===== config.mk =====
export PLATFORM = sky130hd
export DESIGN_NAME = exec_sequencer
export DESIGN_NICKNAME = d
export VERILOG_FILES = /design/src/rtl/exec_sequencer_pkg.sv /design/src/rtl/seq_flag_reg.sv /design/src/rtl/exec_sequencer.sv
export SDC_FILE = /design/constraint.sdc
export NUM_CORES = 1
export LEC_CHECK = 0
export ABC_AREA = 1
export BUFFER_PORTS_ARGS = -buffer_cell sky130_fd_sc_hd__buf_2
export CAP_MARGIN = 30
export CORE_MARGIN = 4
export CORE_UTILIZATION = 48
export CTS_CLUSTER_DIAMETER = 150
export CTS_CLUSTER_SIZE = 30
export DETAILED_ROUTE_END_ITERATION = 7
export PLACE_DENSITY = 0.82
export SLEW_MARGIN = 0
export SYNTH_ARGS = -nofsm -noshare
export SYNTH_HDL_FRONTEND = slang
export SYNTH_SLANG_ARGS = --single-unit

===== constraint.sdc =====
create_clock -name clk -period 1.8 [get_ports clk]
set_clock_uncertainty 0.15 [all_clocks]
set_input_delay 0.18 -clock clk [delete_from_list [all_inputs] [get_ports clk]]
set_output_delay 0.18 -clock clk [all_outputs]
set_load 0.05 [all_outputs]

===== src/rtl/exec_sequencer_pkg.sv =====
// Shared definitions for the fetch/decode/execute sequencer:
// opcodes, instruction fields, FSM states and flag bit indices.
package exec_sequencer_pkg;

   localparam int OPC_MSB  = 11;
   localparam int OPC_LSB  = 8;
   localparam int OPND_MSB = 7;

   localparam int FLAG_Z  = 0;
   localparam int FLAG_CY = 1;
   localparam int FLAG_OV = 2;
   localparam int FLAG_P  = 3;
   localparam int FLAG_S  = 4;

   typedef enum logic [3:0] {
      OP_NOP = 4'd0,
      OP_NOT = 4'd1,
      OP_XOR = 4'd2,
      OP_OR  = 4'd3,
      OP_AND = 4'd4,
      OP_SUB = 4'd5,
      OP_ADD = 4'd6,
      OP_RR  = 4'd7,
      OP_RL  = 4'd8,
      OP_DEC = 4'd9,
      OP_INC = 4'd10,
      OP_LDI = 4'd11,
      OP_LDA = 4'd12,
      OP_STA = 4'd13,
      OP_JMP = 4'd14,
      OP_JZ  = 4'd15
   } opcode_e;

   typedef enum logic [1:0] {
      IDLE    = 2'd0,
      FETCH   = 2'd1,
      DECODE  = 2'd2,
      EXECUTE = 2'd3
   } state_e;

   // Opcodes 1..10 are computed by the ALU and write acc back.
   function automatic logic is_alu_op(input logic [3:0] op);
      return (op >= 4'd1) && (op <= 4'd10);
   endfunction

endpackage


===== src/rtl/seq_flag_reg.sv =====
// Flag register with per-opcode update mask:
// z/p/s on every ALU op, cy on ADD only, ov on ADD and SUB.
module seq_flag_reg
   import exec_sequencer_pkg::*;
(
   input  logic       clk,
   input  logic       rst_n,
   input  logic       en_i,
   input  logic [3:0] opc_i,
   input  logic       z_i,
   input  logic       cy_i,
   input  logic       ov_i,
   input  logic       p_i,
   input  logic       s_i,
   output logic [4:0] flags_o
);

   logic [4:0] flags_q;
   logic [4:0] flags_d;

   // Merge live ALU flags into the held set according to the opcode.
   always_comb begin
      flags_d = flags_q;
      if (en_i && is_alu_op(opc_i)) begin
         flags_d[FLAG_Z] = z_i;
         flags_d[FLAG_P] = p_i;
         flags_d[FLAG_S] = s_i;
         if (opc_i == OP_ADD) begin
            flags_d[FLAG_CY] = cy_i;
         end
         if ((opc_i == OP_ADD) || (opc_i == OP_SUB)) begin
            flags_d[FLAG_OV] = ov_i;
         end
      end
   end

   // Flag state register.
   always_ff @(posedge clk or negedge rst_n) begin
      if (!rst_n) begin
         flags_q <= '0;
      end else begin
         flags_q <= flags_d;
      end
   end

   assign flags_o = flags_q;

endmodule


===== src/rtl/exec_sequencer.sv =====
// Three-cycle fetch/decode/execute control stage in front of the 8-bit ALU.
// Optional build macro SINGLE_STEP_EN adds a step input for single-stepping from IDLE.
module exec_sequencer
   import exec_sequencer_pkg::*;
#(
   parameter int PC_W  = 8,
   parameter int RF_AW = 3,
   parameter int IW    = 12
) (
   input  logic             clk,
   input  logic             rst_n,
   input  logic             run,
`ifdef SINGLE_STEP_EN
   input  logic             step,
`endif
   output logic             busy,
   output logic [PC_W-1:0]  pm_addr,
   output logic             pm_re,
   input  logic [IW-1:0]    pm_rdata,
   output logic [RF_AW-1:0] rf_addr,
   input  logic [7:0]       rf_rdata,
   output logic             rf_we,
   output logic [7:0]       rf_wdata,
   output logic [3:0]       alu_instr,
   output logic [7:0]       alu_acc,
   output logic [7:0]       alu_opnd,
   input  logic [7:0]       alu_result,
   input  logic             alu_z,
   input  logic             alu_cy,
   input  logic             alu_ov,
   input  logic             alu_p,
   input  logic             alu_s,
   output logic [7:0]       acc,
   output logic [4:0]       flags,
   output logic [PC_W-1:0]  pc
);

   state_e          state_q, state_d;
   logic [PC_W-1:0] pc_q, pc_d;
   logic [IW-1:0]   ir_q, ir_d;
   logic [7:0]      acc_q, acc_d;

   logic [3:0]      opc;
   logic [7:0]      opnd;
   logic [PC_W-1:0] jmp_tgt;
   logic            is_exec;
   logic            go;
   logic [4:0]      flags_w;

   assign opc     = ir_q[OPC_MSB:OPC_LSB];
   assign opnd    = ir_q[OPND_MSB:0];
   assign jmp_tgt = PC_W'(opnd);
   assign is_exec = (state_q == EXECUTE);

`ifdef SINGLE_STEP_EN
   assign go = run | step;
`else
   assign go = run;
`endif

   // Next-state and datapath updates; writes land at the closing edge of EXECUTE.
   always_comb begin
      state_d = state_q;
      pc_d    = pc_q;
      ir_d    = ir_q;
      acc_d   = acc_q;
      unique case (state_q)
         IDLE: begin
            if (go) begin
               state_d = FETCH;
            end
         end
         FETCH: begin
            state_d = DECODE;
         end
         DECODE: begin
            ir_d    = pm_rdata;
            pc_d    = pc_q + PC_W'(1);
            state_d = EXECUTE;
         end
         EXECUTE: begin
            state_d = run ? FETCH : IDLE;
            unique case (1'b1)
               is_alu_op(opc):    acc_d = alu_result;
               (opc == OP_LDI):   acc_d = opnd;
               (opc == OP_LDA):   acc_d = rf_rdata;
               (opc == OP_JMP):   pc_d  = jmp_tgt;
               (opc == OP_JZ): begin
                  if (flags_w[FLAG_Z]) begin
                     pc_d = jmp_tgt;
                  end
               end
               default: ;
            endcase
         end
         default: begin
            state_d = IDLE;
         end
      endcase
   end

   // Architectural state registers.
   always_ff @(posedge clk or negedge rst_n) begin
      if (!rst_n) begin
         state_q <= IDLE;
         pc_q    <= '0;
         ir_q    <= '0;
         acc_q   <= '0;
      end else begin
         state_q <= state_d;
         pc_q    <= pc_d;
         ir_q    <= ir_d;
         acc_q   <= acc_d;
      end
   end

   seq_flag_reg u_flags (
      .clk     (clk),
      .rst_n   (rst_n),
      .en_i    (is_exec),
      .opc_i   (opc),
      .z_i     (alu_z),
      .cy_i    (alu_cy),
      .ov_i    (alu_ov),
      .p_i     (alu_p),
      .s_i     (alu_s),
      .flags_o (flags_w)
   );

   assign busy      = (state_q != IDLE);
   assign pm_addr   = pc_q;
   assign pm_re     = (state_q == FETCH);
   assign rf_addr   = ir_q[RF_AW-1:0];
   assign rf_we     = is_exec && (opc == OP_STA);
   assign rf_wdata  = acc_q;
   assign alu_instr = is_exec ? opc : OP_NOP;
   assign alu_acc   = acc_q;
   assign alu_opnd  = rf_rdata;
   assign acc       = acc_q;
   assign flags     = flags_w;
   assign pc        = pc_q;

endmodule


==> results of run 1 <==
## timing repair
action	CTS	global route
resized for setup	4	3
endpoints found under the setup margin	3	3
hold buffers	18	0
pin swaps	0	0
hold endpoints to repair	52	0
## worst max-delay path: stages, from the launching register on
cell and delay [ps]:
dfrtp_2 420, ha_4 190, buf_4 180, nand2_1 70, inv_1 80, buf_4 200
## through the flow
stage / utilization [%] / TNS, ps
after floorplan: - / -35.5
after global placement: 58.6 / 0
after detailed placement: 58.6 / 0
after CTS: 65.2 / 0
after global routing: 65.4 / -24.6
final: 65.4 / 0
## worst paths after layout
kind | endpoint | slack (ps) | cells past startpoint
worst max-delay path | alu_instr[2] | 30 | 5
worst min-delay path | state_q[0]$_DFFE_PN0P_ | 50 | 3
worst max register to register | ir_q[9]$_DFFE_PN0P_ | 210 | 4
worst min register to register | u_flags.flags_o[2]$_DFFE_PN0P_ | 320 | 2
max in group asynchronous | state_q[0]$_DFFE_PN0P_ | 850 | 3
min in group asynchronous | state_q[1]$_DFFE_PN0P_ | 310 | 3
## logic make-up (layout without fill, tap and decap cells)
| logic type | Yosys count | count (layout) | synth area share (%) |
|---|---|---|---|
| buffers and inverters | 68 | 158 | 17.6 |
| AND/OR/NAND/NOR | 158 | 158 | 33.7 |
| flip-flops | 35 | 35 | 37.9 |
| AO/OA/AOI/OAI | 23 | 23 | 5.09 |
| adder cells (fa/ha/maj) | 6 | 6 | 3.25 |
| multiplexers | 5 | 5 | 2.43 |
## cell usage in the layout, fill, tap and decap left out, types with 3 or more instances in the layout
cell type      Yosys  routed
a21oi_1            4       4
buf_2              3      95
buf_4             35       9
clkbuf_8           1       7
dfrtp_1           35      34
dlygate4sd3_1      0      18
ha_1               6       5
inv_1             24      22
mux2_2             5       5
nand2_1           75      74
nand2_2            2       3
nand2_4            4       4
nand2_8            3       3
nand3_1           55      55
nor2_1            12      12
o21ai_0           18      18
## registers in the layout (all words and copies together) (netlist names)
| register | cells |
|---|---|
| ir_q | 12 |
| state_q | 2 |
| acc | 8 |
| pc | 8 |
| u_flags.flags_o | 5 |
## final cells by class
class	count	share of cell area (%)
multi-input combinational	192	35.8
sequential	35	29.8
timing repair buffer	124	25.3
inverter	26	3.52
clock buffer	8	3.40
tap	52	2.21
## metal layers
metal	vias up	track usage [%]	share of wire, %
met5	-	0	0
met4	0	8.90	2.2
met3	14	3.47	7.2
met2	109	35.8	49
met1	1018	24.9	41
li1	1100	-	-
==> results.json, run 1 <==
{
  "layout-drive-gt1-share_pct": 35.8,
  "synth_nets": 337,
  "grt_pass1_vias": 2063,
  "relSlewSlack_pct": 69.1,
  "dr.first_iter.drc_count": 111,
  "min_period_over_period_pct": 98.3,
  "fmax_mhz": 565,
  "synthCells": 295,
  "die_area_um2": 5990,
  "placed_cells": 411,
  "hold_viol": 0,
  "pre_cts_slack_ps": 242,
  "initial_core_util_pct": 51.3,
  "postLayoutCellArea_um2": 2950,
  "async_flop_share_pct": 100,
  "ys_seq_area_share_pct": 37.9,
  "cts_tree": "done",
  "place_area_um2": 2640,
  "grt_use_total_pct": 20.5,
  "setup_viol": 0,
  "final_antenna_net_count": 0,
  "multi_input_area_um2": 1050,
  "nets": 426,
  "dr.pass1.iters": 4,
  "crit_path_end_kind": "output pin",
  "ys_types": 25,
  "wl_per_cell_um": 14.0,
  "portBuffers": 98,
  "netlist_top_cells_count": "75 x nand2_1, 55 x nand3_1, 35 x buf_4, 35 x dfrtp_1, 24 x inv_1",
  "hold_slack_ps": 50.1,
  "clkTransAtPathRegs_ps": 70,
  "synth_top_area_share_pct": 37.9,
  "holdCritStartpoint": "run",
  "required_ps": 1470,
  "crit_start": "state_q[0]$_DFFE_PN0P_",
  "vias": 2241,
  "grt_start_max_net_pins": 36,
  "vias_per_cell": 5.13,
  "die_h_um": 77.4,
  "status": "complete, no violations",
  "routabilityCongestion": 0.859,
  "worstMarginPinSlew_ps": 463,
  "worst-path-max-fanout": 8,
  "post_synth.cell_area_avg_um2": 7.84,
  "synth-main-ff-cell": "dfrtp_1",
  "slew_viol_final": 0,
  "drv_cap": 0,
  "cts_max_level": 2,
  "clk_latency_ps": 290,
  "route.detailed.drc": 0,
  "critPathLaunchType": "flip-flop",
  "ys_ff_latch": 35,
  "overflow": 0,
  "synth_edf_count": 0,
  "critPathKind": "flip-flop to output pin",
  "cts-root-buf": "clkbuf_8",
  "yosys_warnings": 0,
  "yosysTopAreaCell": "dfrtp_1",
  "yosys-top-cells-area": "dfrtp_1 38%, nand2_1 12%, nand3_1 12%",
  "clock_path_buffers": 2,
  "cts_buffers": 5,
  "fin_crit_ps": 1770,
  "hold_path_class": "input port to flip-flop",
  "io_pins": 99,
  "hpwl_um": 4320,
  "insertedDiodeCount": 0,
  "grt_pass1_wl_um": 9740,
  "rows": 24,
  "area.growth.synth_to_final_pct": 27.4,
  "die_x_um": 77.4,
  "r2r_start": "state_q[0]$_DFFE_PN0P_",
  "synth.most_common_cell": "nand2_1",
  "cts.sinks": 35,
  "fillers": 374,
  "antenna_found_initial": 0,
  "post_cts_buffers": 0,
  "stdcell_count": 437,
  "wl_um": 6130,
  "core_um2": 4500,
  "timing.final.ws_setup_ps": 31.0,
  "syn_area_um2": 2310,
  "worstPathArrival_ps": 1440,
  "register_area_um2": 877
}
Power of run 1 is not shown: default switching activity piles up to over one toggle a cycle in this logic, so the estimate is an artifact.
==> inputs of run 2 (changes only) <==
- BUFFER_PORTS_ARGS: -buffer_cell sky130_fd_sc_hd__buf_2 -> default
- CORE_UTILIZATION: 48 -> 50
- DONT_BUFFER_PORTS: default -> 1
- PLACE_DENSITY: 0.82 -> 0.67
==> run 2 against run 1 <==
  * Sequential share of layout area rose by 0.59 points
  * Flip-flop and latch count unchanged
  * Clock-buffer cell count unchanged
  * Largest cell class unchanged
  * Highest routed layer unchanged
==> results.json, run 2 (synthesis results as in run 1) <==
{
  "vias_per_cell": 5.23,
  "placed_cells": 338,
  "worstMarginPinSlew_ps": 491,
  "wl_um": 5390,
  "hold_path_class": "input port to flip-flop",
  "hpwl_um": 3980,
  "route.detailed.drc": 0,
  "crit_start": "state_q[1]$_DFFE_PN0P_",
  "grt_pass1_vias": 1954,
  "min_period_over_period_pct": 97.0,
  "fmax_mhz": 573,
  "relSlewSlack_pct": 67.3,
  "insertedDiodeCount": 0,
  "hold_viol": 0,
  "nets": 368,
  "antenna_found_initial": 0,
  "dr.first_iter.drc_count": 184,
  "fin_crit_ps": 1750,
  "required_ps": 1470,
  "r2r_start": "state_q[0]$_DFFE_PN0P_",
  "cts_buffers": 5,
  "slew_viol_final": 0,
  "dr.pass1.iters": 4,
  "die_area_um2": 5780,
  "critPathKind": "flip-flop to output pin",
  "grt_setup_unrepaired": "false",
  "wl_per_cell_um": 14.2,
  "worst-path-max-fanout": 5,
  "initial_core_util_pct": 52.4,
  "grt_use_total_pct": 19.5,
  "grt_start_max_net_pins": 36,
  "routabilityCongestion": 0.846,
  "largest_reg_flops": 12,
  "area.growth.synth_to_final_pct": 24.9,
  "final_antenna_net_count": 0,
  "die_h_um": 76.0,
  "holdCritStartpoint": "rf_rdata[1]",
  "clkTransAtPathRegs_ps": 70,
  "die_x_um": 76.0,
  "mostFrequentLayoutCells": "74 x nand2_1, 55 x nand3_1, 34 x dfrtp_1, 32 x dlygate4sd3_1, 25 x buf_4",
  "pre_cts_slack_ps": 214,
  "stdcell_count": 379,
  "hold_slack_ps": 10.5,
  "cts_tree": "done",
  "grt_pass1_wl_um": 9410,
  "core_um2": 4410,
  "final_common_cell": "nand2_1",
  "post_cts_buffers": 0,
  "crit_path_end_kind": "output pin",
  "vias": 1981,
  "top_register": "ir_q",
  "rows": 24,
  "portBuffers": 0,
  "ff2ff_setup_slack_ps": 190,
  "clk_latency_ps": 290,
  "worstPathArrival_ps": 1420,
  "setup_viol": 0,
  "layout-drive-gt1-share_pct": 20.2,
  "drv_cap": 0,
  "timing.final.ws_setup_ps": 54.5,
  "cts.sinks": 35,
  "critPathLaunchType": "flip-flop",
  "clock_path_buffers": 2,
  "io_pins": 99,
  "status": "complete, no violations",
  "cts_max_level": 2,
  "cts-root-buf": "clkbuf_8",
  "overflow": 0
}
==> run 2: routing by layer <==
| layer | global-route usage [%] | wire (µm) |
|---|---|---|
| met5 | 0 | 0 |
| met4 | 5.16 | 68 |
| met3 | 5.67 | 450 |
| met2 | 31.0 | 2590 |
| met1 | 25.9 | 2270 |
==> run 2: worst paths after layout <==
| check | endpoint | cells after the start |
|---|---|---|
| worst max-delay path | rf_we | 4 |
| worst min register to register | acc[2]$_DFFE_PN0P_ | 2 |
| worst min-delay path | acc[1]$_DFFE_PN0P_ | 4 |
| max in group asynchronous | state_q[0]$_DFFE_PN0P_ | 2 |
| worst max register to register | ir_q[0]$_DFFE_PN0P_ | 4 |
| min in group asynchronous | acc[5]$_DFFE_PN0P_ | 2 |
==> run 2: cell type report <==
| class | count | area (µm²) |
|---|---|---|
| inverters | 26 | 104 |
| multi-input cells | 192 | 1050 |
| flip-flops and latches | 35 | 877 |
| repair buffers | 66 | 688 |
| clock buffers | 8 | 100 |
| fillers | 389 | 1530 |
| well taps | 52 | 65.1 |
==> run 2: stage by stage <==
| stage | TNS, ps | area, µm² | utilization, % |
|---|---|---|---|
| finish | 0 | 2890 | 65.4 |
| global route | 0 | 2890 | 65.4 |
| CTS | 0 | 2890 | 65.4 |
| detailed placement | 0 | 2440 | 55.2 |
| global placement | 0 | 2440 | 55.2 |
| floorplan | -35.5 | 2330 | - |
==> run 2: critical path: stages (launching register included) <==
cell     delay (ps)
dfrtp_1         420
ha_4            190
nand2_1         110
nor3_4          240
buf_12          170
==> run 2: repair_timing <==
item | CTS | global route
endpoints found under the hold margin | 62 | 0
hold buffers | 33 | 0
resized for setup | 2 | 0
setup endpoints to repair | 1 | 0
Power of run 2 is left out for the same reason.
